===== config.mk =====
export PLATFORM = sky130hd
export DESIGN_NAME = taskv_sweep
export DESIGN_NICKNAME = d
export VERILOG_FILES = /design/src/rtl/taskv_sweep.sv
export SDC_FILE = /design/constraint.sdc
export NUM_CORES = 1
export LEC_CHECK = 0
export ABC_AREA = 0
export CAP_MARGIN = 15
export CORE_MARGIN = 2
export CORE_UTILIZATION = 33
export DETAILED_ROUTE_END_ITERATION = 8
export GPL_TIMING_DRIVEN = 0
export PLACE_DENSITY_LB_ADDON = 0.15
export SLEW_MARGIN = 30
export SYNTH_ARGS = -nofsm -noshare
export SYNTH_HDL_FRONTEND = slang
export SYNTH_SLANG_ARGS = --single-unit

===== constraint.sdc =====
create_clock -name clk -period 3.35 [get_ports clk]
set_input_delay 0.67 -clock clk [delete_from_list [all_inputs] [get_ports clk]]
set_output_delay 0.67 -clock clk [all_outputs]
set_load 0.02 [all_outputs]

===== src/rtl/taskv_sweep.sv =====
// Truth-table sweeper for the 4-input combinational function taskv: walks {a,b,c,d} 0..15,
// samples f at the end of each dwell window and publishes the 16-bit table. Optional golden compare: TASKV_SWEEP_CHECK_EN.
module taskv_sweep #(
    parameter int unsigned DWELL = 10
`ifdef TASKV_SWEEP_CHECK_EN
    , parameter logic [15:0] EXPECTED = 16'h0000
`endif
) (
    input  logic        clk,
    input  logic        rst_n,
    input  logic        start,
    output logic        a,
    output logic        b,
    output logic        c,
    output logic        d,
    input  logic        f,
    output logic        busy,
    output logic        done,
    output logic [15:0] table_out
`ifdef TASKV_SWEEP_CHECK_EN
    , output logic      mismatch
`endif
);

    typedef enum logic [1:0] {
        IDLE,
        RUN,
        FIN
    } state_t;

    localparam logic [7:0] RELOAD = 8'(DWELL - 1);

    state_t      state_q;
    logic [3:0]  idx_q;
    logic [7:0]  cnt_q;
    logic [15:0] result_q;
    logic [15:0] result_d;
    logic        busy_q;
    logic        done_q;
    logic [15:0] table_q;
`ifdef TASKV_SWEEP_CHECK_EN
    logic        mismatch_q;
`endif

    // Result word with the current vector's sample merged in, so the final
    // vector's bit is already present when table_out loads at FIN entry.
    always_comb begin
        result_d         = result_q;
        result_d[idx_q]  = f;
    end

    always_ff @(posedge clk or negedge rst_n) begin
        if (!rst_n) begin
            state_q    <= IDLE;
            idx_q      <= 4'd0;
            cnt_q      <= 8'd0;
            result_q   <= 16'h0000;
            busy_q     <= 1'b0;
            done_q     <= 1'b0;
            table_q    <= 16'h0000;
`ifdef TASKV_SWEEP_CHECK_EN
            mismatch_q <= 1'b0;
`endif
        end else begin
            case (state_q)
                IDLE: begin
                    done_q <= 1'b0;
                    busy_q <= 1'b0;
                    idx_q  <= 4'd0;
                    if (start) begin
                        state_q  <= RUN;
                        busy_q   <= 1'b1;
                        cnt_q    <= RELOAD;
                        result_q <= 16'h0000;
                    end
                end
                RUN: begin
                    if (cnt_q == 8'd0) begin
                        result_q <= result_d;
                        if (idx_q != 4'd15) begin
                            idx_q <= idx_q + 4'd1;
                            cnt_q <= RELOAD;
                        end else begin
                            // idx returns to 0 here so the vector outputs read 0 in FIN.
                            state_q    <= FIN;
                            idx_q      <= 4'd0;
                            busy_q     <= 1'b0;
                            done_q     <= 1'b1;
                            table_q    <= result_d;
`ifdef TASKV_SWEEP_CHECK_EN
                            mismatch_q <= (result_d != EXPECTED);
`endif
                        end
                    end else begin
                        cnt_q <= cnt_q - 8'd1;
                    end
                end
                FIN: begin
                    done_q  <= 1'b0;
                    state_q <= IDLE;
                end
                default: begin
                    state_q <= IDLE;
                    idx_q   <= 4'd0;
                    busy_q  <= 1'b0;
                    done_q  <= 1'b0;
                end
            endcase
        end
    end

    assign {a, b, c, d} = idx_q;
    assign busy         = busy_q;
    assign done         = done_q;
    assign table_out    = table_q;
`ifdef TASKV_SWEEP_CHECK_EN
    assign mismatch     = mismatch_q;
`endif

endmodule

==> results of run 1 <==
[layout make-up]
type                    instances  share of cell area [%]
plain buffers                  24                    4.43
clock buffers                   5                    2.32
clock inverters                 3                    1.48
inverters                       6                   0.759
multi-input cells             175                    38.5
flip-flops and latches         47                    39.6
well taps                      99                    4.17
repair buffers                 25                    8.68
[metal layers]
metal / part of all wire, % / GRT usage, %
met5: 0 / 0
met2: 46 / 22.1
met1: 49 / 20.3
met3: 3.5 / 2.92
met4: 1.4 / 5.00
[how the worst min path moves through the flow]
stage	cells after the start	slack, ns	endpoint	startpoint
2_1_floorplan	0	0.37	busy	rst_n
3_3_place_gp	1	0.47	table_out[11]	table_out[11]
3_5_place_dp	1	0.48	table_out[11]	table_out[11]
4_1_cts	1	0.20	idx_q[1]	rst_n
5_1_grt	1	0.20	idx_q[0]	rst_n
6_report	1	0.20	idx_q[1]	rst_n
[synth_stat cells (all sizes together) (6+ instances only)]
cell    instances  area, um2
a41o           11        110
dfrtp          47       1180
nor2           18       67.6
clkbuf         11       41.3
a21oi          23        115
inv             6       22.5
mux2i          12        120
ha              6       75.1
nand2          31        116
buf            13       90.1
a31oi          13       81.3
[power groups by stage]
stage	Combinational [uW]	Clock [uW]	Sequential, uW
finish	544	430	748
global route	611	477	767
CTS	548	445	749
detailed placement	545	0	760
global placement	539	0	759
floorplan	383	0	757
[through the flow]
stage          cell area (um2)  instances
2_1_floorplan             2470        252
3_3_place_gp              2840        375
3_5_place_dp              2860        376
4_1_cts                   2970        384
5_1_grt                   2970        384
6_report                  2970        384
[flip-flops by register name (all words and copies together), names as in the netlist]
register	count
cnt_q	8
state_q	2
busy	1
table_out	16
result_q	15
done	1
idx_q	4
[cells in the final DEF, fill, tap and decap left out, types with 6 or more instances in the layout]
master and instances:
sky130_fd_sc_hd__a41o_1 11, sky130_fd_sc_hd__nor2_1 18, sky130_fd_sc_hd__a21oi_1 23, sky130_fd_sc_hd__mux2i_1 12
sky130_fd_sc_hd__clkdlybuf4s50_1 23, sky130_fd_sc_hd__nand2_1 31, sky130_fd_sc_hd__clkbuf_1 11, sky130_fd_sc_hd__buf_2 6
sky130_fd_sc_hd__a31oi_1 13, sky130_fd_sc_hd__inv_1 6, sky130_fd_sc_hd__dfrtp_1 47, sky130_fd_sc_hd__ha_1 6
[kinds of logic after synthesis]
| logic type | share of synthesized area, % |
|---|---|
| AOI/OAI and AO/OA | 19.1 |
| and+or+nand+nor | 17.9 |
| DFF | 47.5 |
| adders and majority gates | 3.03 |
| buffers and inverters | 6.22 |
| muxes | 6.22 |
==> impl_metrics.py, run 1 <==
metrics = {
    "timing": {
        "setup_viol_count_final": 0,
        "timing.final.crit_share_pct": 66.1,
        "report.final.slew_viol_count": 0,
        "worst_clock_skew_ns": 0.0137,
        "post-route-min-period_ns": 2.21,
        "rsz_0062_raised_after_global_routing": "false",
        "timing.slew.headroom_pct": 63.2,
        "tns_ns": 0,
        "setup_ws_ns": 1.14,
        "achievable-frequency_mhz": 452,
        "worst-slew-pin-transition_ns": 0.550,
        "finalHoldViolCount": 0,
        "hold_ws_ns": 0.202,
    },
    "floorplanning": {
        "dieHeight_um": 90.6,
        "std_cell_rows": 31,
        "chipWidth_um": 90.6,
        "design.core.area_um2": 7250,
        "floorplan.die_area_um2": 8200,
        "ios": 26,
        "initial_core_utilization_pct": 34.1,
    },
    "yosys": {
        "yosys.cell_types.count": 44,
        "post_synthesis_cells": 252,
        "synth-seq-cells": 47,
        "synthFlopType": "sky130_fd_sc_hd__dfrtp_1",
        "synth_area_per_cell_um2": 9.82,
        "seq_total_area_yosys_pct": 47.5,
        "synth_enable_flop_cells": 0,
        "synth_fp_nets": 262,
        "synthArstFlopShare_pct": 100,
        "ys.warnings.count": 0,
        "mappedNetlistArea_um2": 2470,
    },
    "setup_path": {
        "timing.critical_path.mode_cell": "sky130_fd_sc_hd__clkbuf_1",
        "crit_cells": 7,
        "reg2reg_setup_slack_ns": 1.14,
        "timing.rr.end": "cnt_q[6]",
        "critical-path-top-delay-family": "buffers and inverters",
        "worst_endpoint_data_arrival_time_ns": 2.41,
        "cp.buffers_inverters": 3,
        "worst_setup_path_end_kind": "register",
        "crit_path_top_delay_cell": "sky130_fd_sc_hd__clkdlybuf4s50_1",
        "timing.critical_path.to": "result_q[2]",
        "timing.critical_path.cells": "clkdlybuf4s50_1 > or3b_1 > clkbuf_1 > clkbuf_1 > nand2_1 > a31oi_1 > a41o_1",
        "slowest_delay_ns": 0.50,
        "reg2reg_from": "idx_q[0]",
        "r2r_cells": 7,
        "worst_ep_required_time_ns": 3.55,
        "critPathKind": "input pin to register",
        "critical_path.startpoint_type": "input pin",
        "peak_fanout_along_the_critical_path": 9,
        "critical_path.startpoint": "start",
    },
    "cts": {
        "tritoncts": "built",
        "numClockSinks": 47,
        "ctsResizeCount": 0,
        "clock_tree.root_cell": "sky130_fd_sc_hd__clkbuf_8",
        "tritoncts.num_buffers": 5,
        "clk_pin_slew_worst_paths_ns": 0.10,
        "number_of_levels_in_the_clock_h_tree": 2,
        "cts_setup_buffers": 0,
        "hold_buffers": 0,
        "worstSkewPairLatency_ns": 0.31,
        "clock_tree.buffer_depth": 2,
    },
    "power": {
        "part_of_the_total_power_dissipated_in_the_clock_network_pct": 25.0,
        "power.internal_uw": 1100,
        "power.density_cell_area_nw_per_um2": 580,
        "seqPwrFrac_pct": 43.5,
        "power.switching_fraction_pct": 36.0,
        "p_sw_uw": 619,
        "static-leakage-power_uw": 0.00139,
        "power.total_uw": 1720,
        "max-vdd-ir-drop_v": 0.000247,
        "power_frac_comb_pct": 31.6,
    },
    "global_route": {
        "global_route.overflow_total": 0,
        "grt_antenna_before_repair": 0,
        "largest_net_degree_at_the_start_of_global_routing": 35,
        "globalRouteTotalUtil_pct": 14.4,
        "grt_pass1_wl_um": 9490,
        "first_global_vias": 1819,
    },
    "routing": {
        "drt-total-wl_um": 5670,
        "detailroute.via_count": 1945,
        "routed_wire_length_per_instance_um": 14.8,
        "via_per_inst": 5.07,
        "drc": 0,
        "drt_first_pass_iters": 4,
        "dr.first_iter.drc_count": 80,
        "drtAntennaViolNets": 0,
    },
    "placed_design": {
        "gp_congestion": 0.798,
        "portBuffers": 24,
        "pre_cts_slack_ns": 0.807,
        "dpl.hpwl_um": 3830,
    },
    "finish": {
        "antenna_cells": 0,
        "area_occupied_by_multi_input_gates_um2": 1140,
        "synthToLayoutAreaGrowth_pct": 20.0,
        "postLayoutCoreUtil_pct": 40.9,
        "register_cell_area_after_layout_um2": 1180,
        "nets": 294,
        "share_of_cells_above_drive_strength_1_pct": 11.2,
        "fillCellCount": 761,
    },
    "status": {
        "outcome": "complete, no violations",
    },
    "flow_run": {
        "maxCapViolCount": 0,
    },
    "min_path": {
        "min-delay-path-class": "input pin to async pin",
    },
}
Power figures use the tool's default switching activity.
==> run 2, diff against run 1 <==
==> constraint.sdc (replaced) <==
create_clock -name clk -period 2.1 [get_ports clk]
set_input_delay 0.42 -clock clk [delete_from_list [all_inputs] [get_ports clk]]
set_output_delay 0.42 -clock clk [all_outputs]
set_load 0.02 [all_outputs]
==> impl_metrics.py, run 2 (synthesis gave the netlist of run 1 again) <==
metrics = {
    "timing": {
        "tns_ns": 0,
        "setup_viol_count_final": 0,
        "timing.slew.headroom_pct": 67.3,
        "worst_clock_skew_ns": 0.00431,
        "report.final.slew_viol_count": 0,
        "achievable-frequency_mhz": 489,
        "timing.final.crit_share_pct": 97.4,
        "finalHoldViolCount": 0,
        "setup_ws_ns": 0.0538,
        "worst-slew-pin-transition_ns": 0.490,
        "rsz_0062_raised_after_global_routing": "false",
        "post-route-min-period_ns": 2.05,
        "hold_ws_ns": 0.499,
    },
    "finish": {
        "synthToLayoutAreaGrowth_pct": 23.0,
        "mostFrequentLayoutCell": "sky130_fd_sc_hd__dfrtp_1",
        "layout_common_cells": "sky130_fd_sc_hd__dfrtp_1, sky130_fd_sc_hd__nand2_1, sky130_fd_sc_hd__a21oi_1, sky130_fd_sc_hd__clkdlybuf4s50_1, sky130_fd_sc_hd__nor2_1",
        "postLayoutCoreUtil_pct": 41.9,
        "nets": 301,
        "share_of_cells_above_drive_strength_1_pct": 14.4,
        "postLayoutCellArea_um2": 3040,
        "antenna_cells": 0,
        "largest_register_ffs": 16,
    },
    "global_route": {
        "grt.met3_usage_pct": 2.75,
        "global_route.overflow_total": 0,
        "grt.met2_usage_pct": 22.3,
        "largest_net_degree_at_the_start_of_global_routing": 37,
        "global_route.peak_usage_layer": "met2",
        "globalRouteTotalUtil_pct": 14.7,
        "first_global_vias": 1967,
        "use_met1_pct": 21.1,
        "grt_antenna_before_repair": 0,
        "grt_pass1_wl_um": 9870,
    },
    "routing": {
        "drt_first_pass_iters": 4,
        "drtAntennaViolNets": 0,
        "drc": 0,
        "dr.first_iter.drc_count": 72,
        "drt-total-wl_um": 5790,
        "detailroute.via_count": 2001,
        "routed_wire_length_per_instance_um": 14.8,
        "via_per_inst": 5.12,
    },
    "setup_path": {
        "worst_setup_path_end_kind": "register",
        "critPathKind": "register to register",
        "worst_endpoint_data_arrival_time_ns": 2.23,
        "peak_fanout_along_the_critical_path": 10,
        "worst_ep_required_time_ns": 2.28,
        "critical_path.startpoint": "idx_q[0]",
        "critical_path.startpoint_type": "register",
        "reg2reg_from": "idx_q[0]",
    },
    "power": {
        "static-leakage-power_uw": 0.00141,
        "power.density_cell_area_nw_per_um2": 920,
        "max-vdd-ir-drop_v": 0.000429,
    },
    "floorplanning": {
        "dieHeight_um": 90.6,
        "floorplan.die_area_um2": 8200,
        "std_cell_rows": 31,
        "initial_core_utilization_pct": 34.1,
        "ios": 26,
        "design.core.area_um2": 7250,
        "chipWidth_um": 90.6,
    },
    "placed_design": {
        "gp_congestion": 0.758,
        "portBuffers": 24,
        "placed_cell_area_um2": 2860,
        "pre_cts_slack_ns": -0.202,
        "dpl.hpwl_um": 3950,
    },
    "flow_run": {
        "maxCapViolCount": 0,
    },
    "status": {
        "outcome": "complete, no violations",
    },
    "cts": {
        "clock_tree.buffer_depth": 2,
        "tritoncts": "built",
        "numClockSinks": 47,
        "worstSkewPairLatency_ns": 0.29,
        "clk_pin_slew_worst_paths_ns": 0.08,
        "number_of_levels_in_the_clock_h_tree": 2,
        "clock_tree.root_cell": "sky130_fd_sc_hd__clkbuf_8",
        "tritoncts.num_buffers": 5,
    },
    "min_path": {
        "hp-start": "table_out[11]",
        "min-delay-path-class": "register to register",
    },
}
-- run 2: changes by cell type in the layout (fill, tap and decap cells not counted), moves of 2 or more --
cell | before | now
sky130_fd_sc_hd__buf_4 | 4 | 10
sky130_fd_sc_hd__clkbuf_8 | 5 | 7
sky130_fd_sc_hd__dfrtp_1 | 47 | 45
sky130_fd_sc_hd__dfrtp_2 | 0 | 2
-- run 2: repair_timing --
item | 4_1_cts | 5_1_grt
resized for setup | 1 | 5
buffers inserted | 2 | 4
hold buffers | 1 | 0
cloned | 0 | 1
endpoints found under the setup margin | 18 | 24
endpoints found under the hold margin | 11 | 0
pin swaps | 0 | 3
-- run 2: critical path, stage by stage, from the launching register on --
cell,delay (ns)
sky130_fd_sc_hd__dfrtp_2,0.41
sky130_fd_sc_hd__ha_2,0.27
sky130_fd_sc_hd__and3_4,0.21
sky130_fd_sc_hd__and4_4,0.19
sky130_fd_sc_hd__buf_6,0.13
sky130_fd_sc_hd__or3_4,0.40
sky130_fd_sc_hd__a221o_1,0.32
-- run 2: per-stage QoR --
stage / instances / power, uW
after floorplan: 252 / 1820
after global placement: 375 / 2080
after detailed placement: 376 / 2100
after CTS: 387 / 2750
after global routing: 391 / 3010
final: 391 / 2800
-- run 2: metal layers --
metal | vias up | part of all wire (%)
li1 | 992 | -
met1 | 974 | 51
met2 | 26 | 45
met3 | 9 | 2.7
met4 | 0 | 1.2
met5 | - | 0
-- run 2: final cells by class --
type,instances,area [um2]
Fill cell,732,4210
Multi-Input combinational cell,176,1180
Sequential cell,47,1180
Timing Repair Buffer,32,313
Buffer,23,124
Tap cell,99,124
Clock buffer,8,100
Inverter,6,22.5
-- run 2: worst paths after layout --
kind	slack, ns	endpoint	cells past startpoint
setup / recovery	0.05	cnt_q[6]	6
hold / removal	0.50	table_out[11]	1
setup reg to reg	0.05	cnt_q[6]	6
hold reg to reg	0.50	table_out[11]	1
max in group asynchronous	1.16	result_q[14]	3
min in group asynchronous	0.51	done	2
-- run 2: where the power goes --
part | switching, uW | leakage (uW) | internal, uW | total, uW
registers | 157 | 0.000552 | 1050 | 1200
clock network | 296 | 0.0000515 | 301 | 597
logic | 561 | 0.000809 | 439 | 1000
total | 1010 | 0.00141 | 1780 | 2800
